<file path="src/rtl/clock_ratio_monitor.sv">
// Verifies the divider's wclk/rclk outputs by timing their rising edges in the clk domain.
// Each channel locks after LOCK_COUNT good periods and latches an error if a locked clock drifts or stops.
module clock_ratio_channel #(
    parameter int SYNC_STAGES = 2,
    parameter int EXP_PERIOD  = 2,
    parameter int CNT_W       = 4,
    parameter int LOCK_COUNT  = 4
) (
    input  logic             clk,
    input  logic             rst_n,
    input  logic             clk_in,
    input  logic             clr_err,
    output logic             locked,
    output logic             err,
    output logic [CNT_W-1:0] period
);
    typedef enum logic [1:0] {SEARCH = 2'd0, MEASURE = 2'd1, LOCKED = 2'd2} state_t;

    localparam logic [CNT_W-1:0] CNT_MAX = '1;
    localparam logic [CNT_W-1:0] EXP     = CNT_W'(EXP_PERIOD);
    localparam logic [3:0]       LOCK_N  = 4'(LOCK_COUNT);

    state_t             state_q, state_d;
    logic [SYNC_STAGES-1:0] sync_q;
    logic               prev_q;
    logic [CNT_W-1:0]   cnt_q, cnt_d, cnt_inc;
    logic [CNT_W-1:0]   period_q, period_d;
    logic [3:0]         good_q, good_d;
    logic               locked_q, err_q, err_d;
    logic               rise, timeout, fault;

    always_ff @(posedge clk or negedge rst_n) begin
        if (!rst_n) begin
            state_q  <= SEARCH;
            sync_q   <= '0;
            prev_q   <= 1'b0;
            cnt_q    <= '0;
            period_q <= '0;
            good_q   <= '0;
            locked_q <= 1'b0;
            err_q    <= 1'b0;
        end else begin
            state_q  <= state_d;
            sync_q   <= {sync_q[SYNC_STAGES-2:0], clk_in};
            prev_q   <= sync_q[SYNC_STAGES-1];
            cnt_q    <= cnt_d;
            period_q <= period_d;
            good_q   <= good_d;
            locked_q <= (state_d == LOCKED);
            err_q    <= err_d;
        end
    end

    always_comb begin
        state_d  = state_q;
        good_d   = good_q;
        period_d = period_q;
        fault    = 1'b0;
        cnt_inc  = cnt_q + 1'b1;
        rise     = sync_q[SYNC_STAGES-1] & ~prev_q;
        // A pulse arriving exactly at the cap is a measured period, not a timeout.
        timeout  = ~rise & (cnt_inc == CNT_MAX);
        cnt_d    = (rise | timeout) ? '0 : cnt_inc;
        case (state_q)
            SEARCH: begin
                if (rise) begin
                    state_d = MEASURE;
                    good_d  = '0;
                end
            end
            MEASURE: begin
                if (rise) begin
                    period_d = cnt_inc;
                    if (cnt_inc == EXP) begin
                        good_d = good_q + 4'd1;
                        if (good_q + 4'd1 == LOCK_N) state_d = LOCKED;
                    end else begin
                        good_d = '0;
                    end
                end else if (timeout) begin
                    period_d = CNT_MAX;
                    good_d   = '0;
                    state_d  = SEARCH;
                end
            end
            LOCKED: begin
                if (rise) begin
                    period_d = cnt_inc;
                    if (cnt_inc != EXP) begin
                        fault   = 1'b1;
                        state_d = SEARCH;
                    end
                end else if (timeout) begin
                    period_d = CNT_MAX;
                    fault    = 1'b1;
                    state_d  = SEARCH;
                end
            end
            default: state_d = SEARCH;
        endcase
        // A new fault outranks a simultaneous clear.
        err_d = fault | (err_q & ~clr_err);
    end

    assign locked = locked_q;
    assign err    = err_q;
    assign period = period_q;
endmodule

module clock_ratio_monitor #(
    parameter int SYNC_STAGES  = 2,
    parameter int EXP_W_PERIOD = 2,
    parameter int EXP_R_PERIOD = 6,
    parameter int CNT_W        = 4,
    parameter int LOCK_COUNT   = 4
) (
    input  logic             clk,
    input  logic             rst_n,
    input  logic             wclk_in,
    input  logic             rclk_in,
    input  logic             clr_err,
    output logic             w_locked,
    output logic             r_locked,
    output logic             w_err,
    output logic             r_err,
    output logic [CNT_W-1:0] w_period,
    output logic [CNT_W-1:0] r_period
);
    clock_ratio_channel #(
        .SYNC_STAGES(SYNC_STAGES), .EXP_PERIOD(EXP_W_PERIOD),
        .CNT_W(CNT_W), .LOCK_COUNT(LOCK_COUNT)
    ) u_w (
        .clk(clk), .rst_n(rst_n), .clk_in(wclk_in), .clr_err(clr_err),
        .locked(w_locked), .err(w_err), .period(w_period)
    );

    clock_ratio_channel #(
        .SYNC_STAGES(SYNC_STAGES), .EXP_PERIOD(EXP_R_PERIOD),
        .CNT_W(CNT_W), .LOCK_COUNT(LOCK_COUNT)
    ) u_r (
        .clk(clk), .rst_n(rst_n), .clk_in(rclk_in), .clr_err(clr_err),
        .locked(r_locked), .err(r_err), .period(r_period)
    );
endmodule

</file>
<file path="config.mk">
export PLATFORM = sky130hd
export DESIGN_NAME = clock_ratio_monitor
export DESIGN_NICKNAME = d
export VERILOG_FILES = /design/src/rtl/clock_ratio_monitor.sv
export SDC_FILE = /design/constraint.sdc
export NUM_CORES = 1
export LEC_CHECK = 0
export BUFFER_PORTS_ARGS = -buffer_cell sky130_fd_sc_hd__buf_2
export CORE_MARGIN = 4
export CORE_UTILIZATION = 35
export DETAILED_ROUTE_END_ITERATION = 6
export PLACE_DENSITY = 0.54
export RECOVER_POWER = 50
export SYNTH_ARGS = -nofsm -noshare
export SYNTH_HDL_FRONTEND = slang
export SYNTH_SLANG_ARGS = --single-unit
</file>
<file path="constraint.sdc">
create_clock -name clk -period 2.3 [get_ports clk]
set_clock_uncertainty 0.2 [all_clocks]
set_input_delay 0.23 -clock clk [delete_from_list [all_inputs] [get_ports clk]]
set_output_delay 0.23 -clock clk [all_outputs]
set_load 0.05 [all_outputs]
</file>
==> results by group, run 1 <==
Finish
  • Inserted Diodes: 0
  • Multi-input logic area: 0.00109 mm2
  • Post-route cell area: 0.00247 mm2
  • Area delta synth->final: 18.9%
  • Share of cells above drive strength 1: 0.220
  • # fillers: 551
  • Nets: 258
  • FF/Latch Area: 953 um2

Synth
  • Syn nets: 225
  • Main synth FF type: dfrtp_1
  • Number of library cell types mapped by synthesis: 48
  • Post-synth ARST share: 1.00
  • Syn Area/Cell: 10.3 um2
  • Post-synth EDFFs: 0
  • Sequential share of the synthesized area: 0.458
  • Post-synthesis cell count: 202
  • Post-Syn Area: 0.00207 mm2
  • Yosys warnings: 0
  • Yosys reg bits: 38

Clock tree
  • CTS tree: done
  • Longest Clk Path Bufs: 2
  • Clock Latency Late Sink: 290 ps
  • Clk sinks: 38
  • Worst-path clk slew: 80 ps
  • CTS HTree Levels: 2
  • Clock Tree Root: clkbuf_8
  • TritonCTS buffer count: 5

Routing
  • Detailed Route WL: 4220 um
  • Wire per inst: 13.7 um
  • Vias per inst: 5.07
  • DRC violations left: 0
  • Post-route ant nets: 0
  • 1st-iter DRT viols: 76
  • DR pass1 iterations: 4
  • Via count: 1562

Placed design
  • PortBufs: 16
  • Post-DP HPWL: 3090 um
  • Placed Area: 0.00229 mm2
  • Worst slack at placement: 93.6 ps
  • Routability Congestion: 0.800

STA
  • # setup viols final: 0
  • Minimum clock period: 2210 ps
  • Final period util: 0.959
  • Relative slew margins: 0.542
  • Worst slew pin tran: 686 ps
  • Hold Slack: 90.4 ps
  • Max-slew violations: 0
  • Final setup margin: 93.2 ps
  • Fmax: 0.453 GHz
  • Final hold vios: 0

Power
  • Pwr dens: 1040 mW/mm2
  • Maximum VDD drop: 427 uV
  • Leak: 1.11 nW

Hold path
  • Worst hold endpoint: u_w.err$_DFF_PN0_
  • Hold-critical path depth: 3
  • HP Start: clr_err
  • Worst hold path type: input pin to flip-flop

Critical path
  • Worst setup EP type: flip-flop
  • Critical path type: flip-flop to flip-flop
  • R2R Path Start: u_r.cnt_q[1]$_DFF_PN0_
  • Data arrival, critical path: 2220 ps
  • Reg2reg end: u_r.locked$_DFF_PN0_
  • Startpoint types: flip-flop
  • WP data required: 2310 ps
  • CP max FO: 4
  • FF-to-FF setup slack: 90 ps
  • Worst reg-to-reg path cell count: 7

Floorplanning
  • # rows: 27
  • Core Area: 0.00564 mm2
  • Die Span X: 85.0 um
  • Die height: 85.0 um
  • Total I/O pin count: 17
  • Starting Density: 0.368
  • Die ar.: 0.00722 mm2

Global routing
  • Gr ovfl total: 0
  • First-pass GRT wire length: 7290 um
  • Vias in the first global route: 1542
  • Initial antenna violation count: 0
  • Largest net degree at the start of global routing: 18
  • Gr usage total: 0.124

Outcome
  • Status: complete, no violations

Flow run
  • Maxcap violations: 0
[cells in the mapped netlist, drive strengths merged, types with 2 or more instances]
cell,n,area (um2)
nand3,7,35.0
a21oi,15,75.1
and2,3,18.8
o2111ai,2,17.5
nand4,2,12.5
dfrtp,38,951
nand2,16,60.1
xnor2,5,51.3
xor2,2,17.5
a211oi,3,27.5
ha,18,225
nor2b,9,56.3
o22ai,3,25.0
a31oi,10,62.6
inv,12,45.0
clkbuf,3,11.3
and3b,2,17.5
nor2,12,45.0
buf,2,16.3
nor3,2,10.0
a21boi,2,15.0
nand2b,3,18.8
o21ai,10,50.0
a32o,2,20.0
a21bo,3,30.0
[cell families (layout without fill, tap and decap cells)]
| group | count (synthesis) | count (layout) | synth area share |
|---|---|---|---|
| AND/OR/NAND/NOR | 65 | 65 | 0.173 |
| AO/OA/AOI/OAI | 57 | 57 | 0.192 |
| flip-flops | 38 | 38 | 0.458 |
| adder cells (fa/ha/maj) | 18 | 18 | 0.109 |
| buffers and inverters | 17 | 51 | 0.0350 |
| XOR/XNOR | 7 | 7 | 0.0332 |
[cells in the final DEF (no fill, tap or decap), types with 3 or more instances in the layout]
cell,count
clkbuf_8,6
nor2_1,12
inv_1,12
nand2b_1,3
and2_1,3
dfrtp_1,36
a31oi_1,10
buf_2,15
nor2b_1,8
a21oi_1,15
o21ai_0,5
nand2_1,16
xnor2_2,3
ha_1,16
o21ai_1,5
buf_4,10
dlygate4sd3_1,3
nand3_1,7
[where the power goes]
| part | switching (mW) | internal, mW | total [mW] |
|---|---|---|---|
| Sequential | 0.157 | 0.826 | 0.983 |
| Combinational | 0.707 | 0.399 | 1.11 |
| Clock | 0.242 | 0.241 | 0.483 |
[critical path, cell delays in order (launching register included)]
cell       delay, ps
dfrtp_2          450
ha_4             180
xnor2_2          140
nor3b_2          300
o2111ai_2        170
or3b_4           430
o311ai_4          90
nor2b_1          170
[state kept, by name (all words and copies together), names as in the netlist, 4 cells and up]
| name | cells |
|---|---|
| u_r.cnt_q | 4 |
| u_r.good_q | 4 |
| u_r.period | 4 |
| u_w.cnt_q | 4 |
| u_w.good_q | 4 |
| u_w.period | 4 |
[worst max-delay path by stage]
| stage | startpoint | to | slack [ps] |
|---|---|---|---|
| after global placement | u_w.cnt_q[1]$_DFF_PN0_ | u_w.locked$_DFF_PN0_ | 160 |
| after floorplan | u_w.cnt_q[0]$_DFF_PN0_ | u_w.locked$_DFF_PN0_ | 180 |
| final | u_r.cnt_q[1]$_DFF_PN0_ | u_r.locked$_DFF_PN0_ | 90 |
| after global routing | u_r.cnt_q[1]$_DFF_PN0_ | u_r.locked$_DFF_PN0_ | -20 |
| after CTS | u_r.cnt_q[1]$_DFF_PN0_ | u_r.locked$_DFF_PN0_ | 70 |
| after detailed placement | u_r.cnt_q[1]$_DFF_PN0_ | u_r.locked$_DFF_PN0_ | 90 |
[per-stage QoR]
step | power, mW | cells | setup TNS [ps] | utilization
2_1_floorplan | 1.74 | 202 | 0 | -
3_3_place_gp | 2.02 | 295 | 0 | 0.406
3_5_place_dp | 2.03 | 295 | 0 | 0.406
4_1_cts | 2.53 | 306 | 0 | 0.428
5_1_grt | 2.75 | 308 | -15.2 | 0.437
6_report | 2.57 | 308 | 0 | 0.437
[layout make-up]
| type | instances | area share |
|---|---|---|
| clock buffers | 6 | 0.0335 |
| clock inverters | 2 | 0.00507 |
| inverters | 12 | 0.0183 |
| multi-input cells | 147 | 0.442 |
| flip-flops and latches | 38 | 0.387 |
| well taps | 72 | 0.0365 |
| repair buffers | 31 | 0.0781 |
[what timing repair did]
item / CTS / global route
endpoints found under the setup margin: 0 / 2
buffers inserted: 0 / 2
endpoints found under the hold margin: 40 / 0
gates resized for setup: 0 / 9
hold buffers: 3 / 0
[layer usage]
| layer | GRT usage | vias to the layer above | wire length (um) |
|---|---|---|---|
| met5 | 0 | - | 0 |
| met4 | 0.0432 | 0 | 70 |
| met3 | 0.0330 | 6 | 156 |
| met2 | 0.179 | 26 | 1810 |
| met1 | 0.179 | 747 | 2180 |
| li1 | - | 783 | - |
(Power assumes the default switching activity.)
==> run 2, diff against run 1 <==
- CORE_ASPECT_RATIO: default -> 0.5
==> run 2 against run 1 <==
First-iteration DRC count fell by 21%. Critical path depth fell by 1. Via count fell by 1.9%. Power rose by 8.1%. Critical path type unchanged. Clock power rose by 54%.
==> results by group, run 2 (synthesized netlist as in run 1, its figures left out) <==
Outcome
  • Status: complete, no violations (unchanged)

STA
  • Max-slew violations: 0 (unchanged)
  • Relative slew margins: 0.369 (was 0.542)
  • TNS Setup: 0 ps (unchanged)
  • Minimum clock period: 2160 ps (was 2210 ps)
  • # setup viols final: 0 (unchanged)
  • Final period util: 0.939 (was 0.959)
  • Fmax: 0.463 GHz (was 0.453 GHz)
  • Worst slew pin tran: 946 ps (was 686 ps)
  • Final hold vios: 0 (unchanged)

Routing
  • DR pass1 iterations: 4 (unchanged)
  • Via count: 1532 (was 1562)
  • 1st-iter DRT viols: 60 (was 76)
  • Post-route ant nets: 0 (unchanged)
  • Vias per inst: 5.02 (was 5.07)
  • Detailed Route WL: 4070 um (was 4220 um)
  • Wire per inst: 13.3 um (was 13.7 um)
  • DRC violations left: 0 (unchanged)

Clock tree
  • CTS HTree Levels: 2 (unchanged)
  • Clock Latency Late Sink: 280 ps (was 290 ps)
  • Longest Clk Path Bufs: 2 (unchanged)
  • Post-CTS setup buffer count: 0 (unchanged)
  • TritonCTS buffer count: 5 (unchanged)
  • Clock Tree Root: clkbuf_16 (was clkbuf_8)
  • Worst-path clk slew: 60 ps (was 80 ps)
  • CTS tree: done (unchanged)
  • Clk sinks: 38 (unchanged)

Finish
  • FF/Latch Area: 951 um2 (was 953 um2)
  • Post-layout util: 0.443 (was 0.437)
  • Multi-input logic area: 0.00108 mm2 (was 0.00109 mm2)
  • Commonest non-fill, non-tap cells in the layout: dfrtp_1, nand2_1, ha_1, a21oi_1 (was dfrtp_1, nand2_1, ha_1, a21oi_1, buf_2)
  • Most common cell after layout, fill and taps aside: dfrtp_1 (unchanged)
  • # fillers: 561 (was 551)
  • Area delta synth->final: 19.8% (was 18.9%)
  • Inserted Diodes: 0 (unchanged)
  • Non-filler cells, final: 305 (was 308)
  • Share of cells above drive strength 1: 0.151 (was 0.220)
  • Nets: 254 (was 258)

Placed design
  • PortBufs: 16 (unchanged)
  • Routability Congestion: 0.814 (was 0.800)
  • Post-DP HPWL: 3010 um (was 3090 um)
  • Placed Cells: 294 (was 295)

Global routing
  • Largest net degree at the start of global routing: 39 (was 18)
  • First-pass GRT wire length: 7430 um (was 7290 um)
  • Vias in the first global route: 1543 (was 1542)
  • Gr usage total: 0.128 (was 0.124)
  • Gr ovfl total: 0 (unchanged)
  • Initial antenna violation count: 0 (unchanged)

Floorplanning
  • Total I/O pin count: 17 (unchanged)
  • Die height: 62.4 um (was 85.0 um)
  • Die Span X: 117 um (was 85.0 um)
  • Core Area: 0.00561 mm2 (was 0.00564 mm2)
  • # rows: 19 (was 27)
  • Starting Density: 0.370 (was 0.368)
  • Die ar.: 0.00730 mm2 (was 0.00722 mm2)

Critical path
  • WP data required: 2310 ps (about the same)
  • Worst setup EP type: flip-flop (unchanged)
  • CP max FO: 7 (was 4)
  • Data arrival, critical path: 2170 ps (was 2220 ps)
  • Critical path type: flip-flop to flip-flop (unchanged)
  • Startpoint types: flip-flop (unchanged)

Power
  • Maximum VDD drop: 381 uV (was 427 uV)
  • Pwr dens: 1120 mW/mm2 (was 1040 mW/mm2)
  • Design Power: 2.78 mW (was 2.57 mW)
  • Leak: 1.09 nW (was 1.11 nW)

Flow run
  • Maxcap violations: 0 (unchanged)

Hold path
  • Worst hold path type: input pin to flip-flop (unchanged)
==> run 2: changes by cell type in the layout (fill, tap and decap cells not counted), sizes merged <==
cell,before,now
buf,25,11
clkbuf,9,21
clkinv,1,0
clkinvlp,1,0
==> run 2: routing by layer <==
| metal | part of all wire | global-route usage |
|---|---|---|
| met1 | 0.48 | 0.166 |
| met2 | 0.48 | 0.200 |
| met3 | 0.029 | 0.0435 |
| met4 | 0.015 | 0.0386 |
| met5 | 0 | 0 |
==> run 2: where the power goes <==
part,internal (mW),switching (mW)
Combinational,0.354,0.703
Clock,0.490,0.253
Sequential,0.825,0.153
==> run 2: repair_timing <==
action                                  4_1_cts  5_1_grt
endpoints found under the hold margin        40        0
endpoints found under the setup margin        0        2
resized for setup                             0        5
hold buffers                                  3        0
==> run 2: worst paths after layout <==
path,end,startpoint,cells past startpoint,slack [ps]
max in group asynchronous,u_w.good_q[1]$_DFFE_PN0P_,rst_n,2,890
max reg2reg,u_r.locked$_DFF_PN0_,u_r.good_q[0]$_DFFE_PN0P_,6,140
min in group asynchronous,u_r.cnt_q[2]$_DFF_PN0_,rst_n,2,430
min,u_r.err$_DFF_PN0_,clr_err,3,70
max,u_r.locked$_DFF_PN0_,u_r.good_q[0]$_DFFE_PN0P_,6,140
min reg2reg,u_w.sync_q[1]$_DFF_PN0_,u_w.sync_q[0]$_DFF_PN0_,0,150
==> run 2: final cells by class <==
class,instances,share of cell area
multi-input combinational,147,0.433
sequential,38,0.382
tap,73,0.0367
inverter,12,0.0181
timing repair buffer,27,0.0624
clock buffer,8,0.0669
==> run 2: critical path, stage by stage (launching register included) <==
cell	delay, ps
dfrtp_1	430
ha_1	250
nor4b_1	400
o2111ai_2	160
or3b_4	410
o311ai_4	90
nor2b_1	150
==> run 2: per-stage QoR <==
step | hold WS [ps] | instance area, um2 | setup slack, ps
after detailed placement | 137 | 2280 | 69.8
after floorplan | -266 | 2070 | 180
after global routing | 130 | 2490 | -15.1
after global placement | 134 | 2280 | 139
final | 74.7 | 2490 | 139
after CTS | 88.6 | 2470 | 45.2
==> run 3, diff against run 2 <==
- CORE_MARGIN: 4 -> default
- CORE_UTILIZATION: 35 -> 46
- PLACE_DENSITY: 0.54 -> 0.67
- RECOVER_POWER: 50 -> default
==> run 3 against run 2 <==
Design area decreased by 4.4%. Fmax increased by 0.73%. Core utilization increased by 14 points. Cell count decreased by 6.2%. Global-route usage increased by 5.6 points. Worst hold slack got worse by 7.1 ps. Combinational power about the same. First-iteration DRC count increased by 6.7%. Die area decreased by 34%. Wire length decreased by 3.8%. Critical endpoint unchanged. Largest power group unchanged.
==> results by group, run 3 (synthesized netlist as in run 1, its figures left out) <==
Outcome
  • Status: complete, no violations (unchanged)

Clock tree
  • Clk sinks: 38 (unchanged)
  • Longest Clk Path Bufs: 2 (unchanged)
  • CTS HTree Levels: 2 (unchanged)
  • Clock Tree Root: clkbuf_8 (was clkbuf_16)
  • CTS tree: done (unchanged)
  • Clock Latency Late Sink: 280 ps (about the same)
  • TritonCTS buffer count: 5 (unchanged)
  • Worst-path clk slew: 70 ps (was 60 ps)

Routing
  • Post-route ant nets: 0 (unchanged)
  • 1st-iter DRT viols: 64 (was 60)
  • DR pass1 iterations: 6 (was 4)
  • DRC violations left: 0 (unchanged)
  • Wire per inst: 13.7 um (was 13.3 um)
  • Via count: 1559 (was 1532)
  • Vias per inst: 5.45 (was 5.02)
  • Detailed Route WL: 3920 um (was 4070 um)

STA
  • Fmax: 0.466 GHz (was 0.463 GHz)
  • Worst slew pin tran: 839 ps (was 946 ps)
  • Relative slew margins: 0.441 (was 0.369)
  • Minimum clock period: 2140 ps (was 2160 ps)
  • Final hold vios: 0 (unchanged)
  • # setup viols final: 0 (unchanged)
  • Max-slew violations: 0 (unchanged)
  • Final period util: 0.933 (was 0.939)
  • RSZ-0062 raised after global routing: no
  • TNS Setup: 0 ps (unchanged)

Critical path
  • CP max FO: 5 (was 7)
  • WP data required: 2320 ps (was 2310 ps)
  • Crit-path leading delay family: simple AND/OR/NAND/NOR gates (unchanged)
  • Worst setup EP type: flip-flop (unchanged)
  • Critical path type: flip-flop to flip-flop (unchanged)
  • Buf/Inv on CP: 0 (unchanged)
  • Startpoint types: flip-flop (unchanged)
  • Crit path max-delay cell type: dfrtp_1 (unchanged)
  • Worst stage delay on the critical path: 420 ps (was 430 ps)
  • CP cell instances: ha_2 > xnor2_1 > nor3b_2 > o2111ai_1 > or3b_4 > o311ai_4 > nor2b_1 (was ha_1 > nor4b_1 > o2111ai_2 > or3b_4 > o311ai_4 > nor2b_1)
  • Data arrival, critical path: 2160 ps (was 2170 ps)

Placed design
  • Placed Cells: 275 (was 294)
  • PortBufs: 16 (unchanged)
  • Post-DP HPWL: 2920 um (was 3010 um)
  • Routability Congestion: 0.804 (was 0.814)

Global routing
  • GRT Max-Usage Layer: met2 (unchanged)
  • First-pass GRT wire length: 6970 um (was 7430 um)
  • Vias in the first global route: 1528 (was 1543)
  • Grt met1 use: 0.238 (was 0.166)
  • Gr usage total: 0.184 (was 0.128)
  • Met2 GRT Util: 0.310 (was 0.200)
  • Largest net degree at the start of global routing: 39 (unchanged)
  • GRT met3 Usage: 0.0468 (was 0.0435)
  • Gr ovfl total: 0 (unchanged)
  • Initial antenna violation count: 0 (unchanged)

Floorplanning
  • Die height: 49.5 um (was 62.4 um)
  • Die Span X: 97.0 um (was 117 um)
  • # rows: 16 (was 19)
  • Die ar.: 0.00480 mm2 (was 0.00730 mm2)
  • Core Area: 0.00410 mm2 (was 0.00561 mm2)
  • Starting Density: 0.505 (was 0.370)
  • Total I/O pin count: 17 (unchanged)

Finish
  • Inserted Diodes: 0 (unchanged)
  • Non-filler cells, final: 286 (was 305)
  • Most common cell after layout, fill and taps aside: dfrtp_1 (unchanged)
  • Area delta synth->final: 14.6% (was 19.8%)
  • Nets: 255 (was 254)
  • Share of cells above drive strength 1: 0.181 (was 0.151)
  • # fillers: 373 (was 561)
  • Commonest non-fill, non-tap cells in the layout: dfrtp_1, ha_1, nand2_1, buf_2, a21oi_1 (was dfrtp_1, nand2_1, ha_1, a21oi_1)

Hold path
  • Worst hold path type: input pin to flip-flop (unchanged)

Power
  • Leak: 1.09 nW (about the same)
  • Pwr dens: 1030 mW/mm2 (was 1120 mW/mm2)
  • Maximum VDD drop: 549 uV (was 381 uV)

Flow run
  • Maxcap violations: 0 (unchanged)
[run 3: report_power, final]
group | internal (mW) | leakage (nW) | switching, mW | total [mW]
logic | 0.364 | 0.570 | 0.687 | 1.05
clock network | 0.209 | 0.0383 | 0.217 | 0.426
registers | 0.824 | 0.482 | 0.146 | 0.969
[run 3: timing repair]
action	4_1_cts	5_1_grt
resized for setup	0	2
hold endpoints to repair	40	0
setup endpoints to repair	0	1
hold buffers	3	0
buffers inserted	0	1
[run 3: layout make-up]
class	count	area, um2	share of cell area
clock buffers	7	76.3	0.0321
well taps	54	67.6	0.0284
inverters	12	45.0	0.0189
repair buffers	28	178	0.0747
flip-flops and latches	38	951	0.400
multi-input cells	147	1060	0.446
[run 3: routing by layer]
metal,wire length (um),part of all wire,up-vias
met5,0,0,-
li1,-,-,780
met4,40,0.010,0
met1,1930,0.49,748
met3,124,0.032,6
met2,1830,0.47,25
[run 3: worst register-to-register path, delay by kind of cell, from the launching register on]
kind	cells	cell delay (ps)
compound gates	2	260
xor+xnor	1	180
fa+ha+maj	1	230
flops	1	420
simple gates	3	790
[run 3: final timing paths]
kind	from	endpoint	slack, ps	cells past startpoint
setup / recovery	u_r.cnt_q[1]$_DFF_PN0_	u_r.locked$_DFF_PN0_	160	7
hold / removal	clr_err	u_r.err$_DFF_PN0_	70	3
setup reg to reg	u_r.cnt_q[1]$_DFF_PN0_	u_r.locked$_DFF_PN0_	160	7
hold reg to reg	u_r.sync_q[0]$_DFF_PN0_	u_r.sync_q[1]$_DFF_PN0_	160	0
max in group asynchronous	rst_n	u_w.state_q[0]$_DFF_PN0_	980	2
min in group asynchronous	rst_n	u_r.good_q[1]$_DFFE_PN0P_	390	2
[run 3: per-stage QoR]
| stage | utilization | cell area, um2 | setup slack (ps) | hold WS [ps] | power [mW] |
|---|---|---|---|---|---|
| floorplan | - | 2070 | 180 | -266 | 1.74 |
| global placement | 0.549 | 2250 | 143 | 132 | 2.00 |
| detailed placement | 0.549 | 2250 | 31.1 | 143 | 2.03 |
| CTS | 0.575 | 2360 | 2.78 | 60.8 | 2.46 |
| global route | 0.579 | 2380 | 18.2 | 57.3 | 2.62 |
| finish | 0.579 | 2380 | 155 | 67.6 | 2.45 |
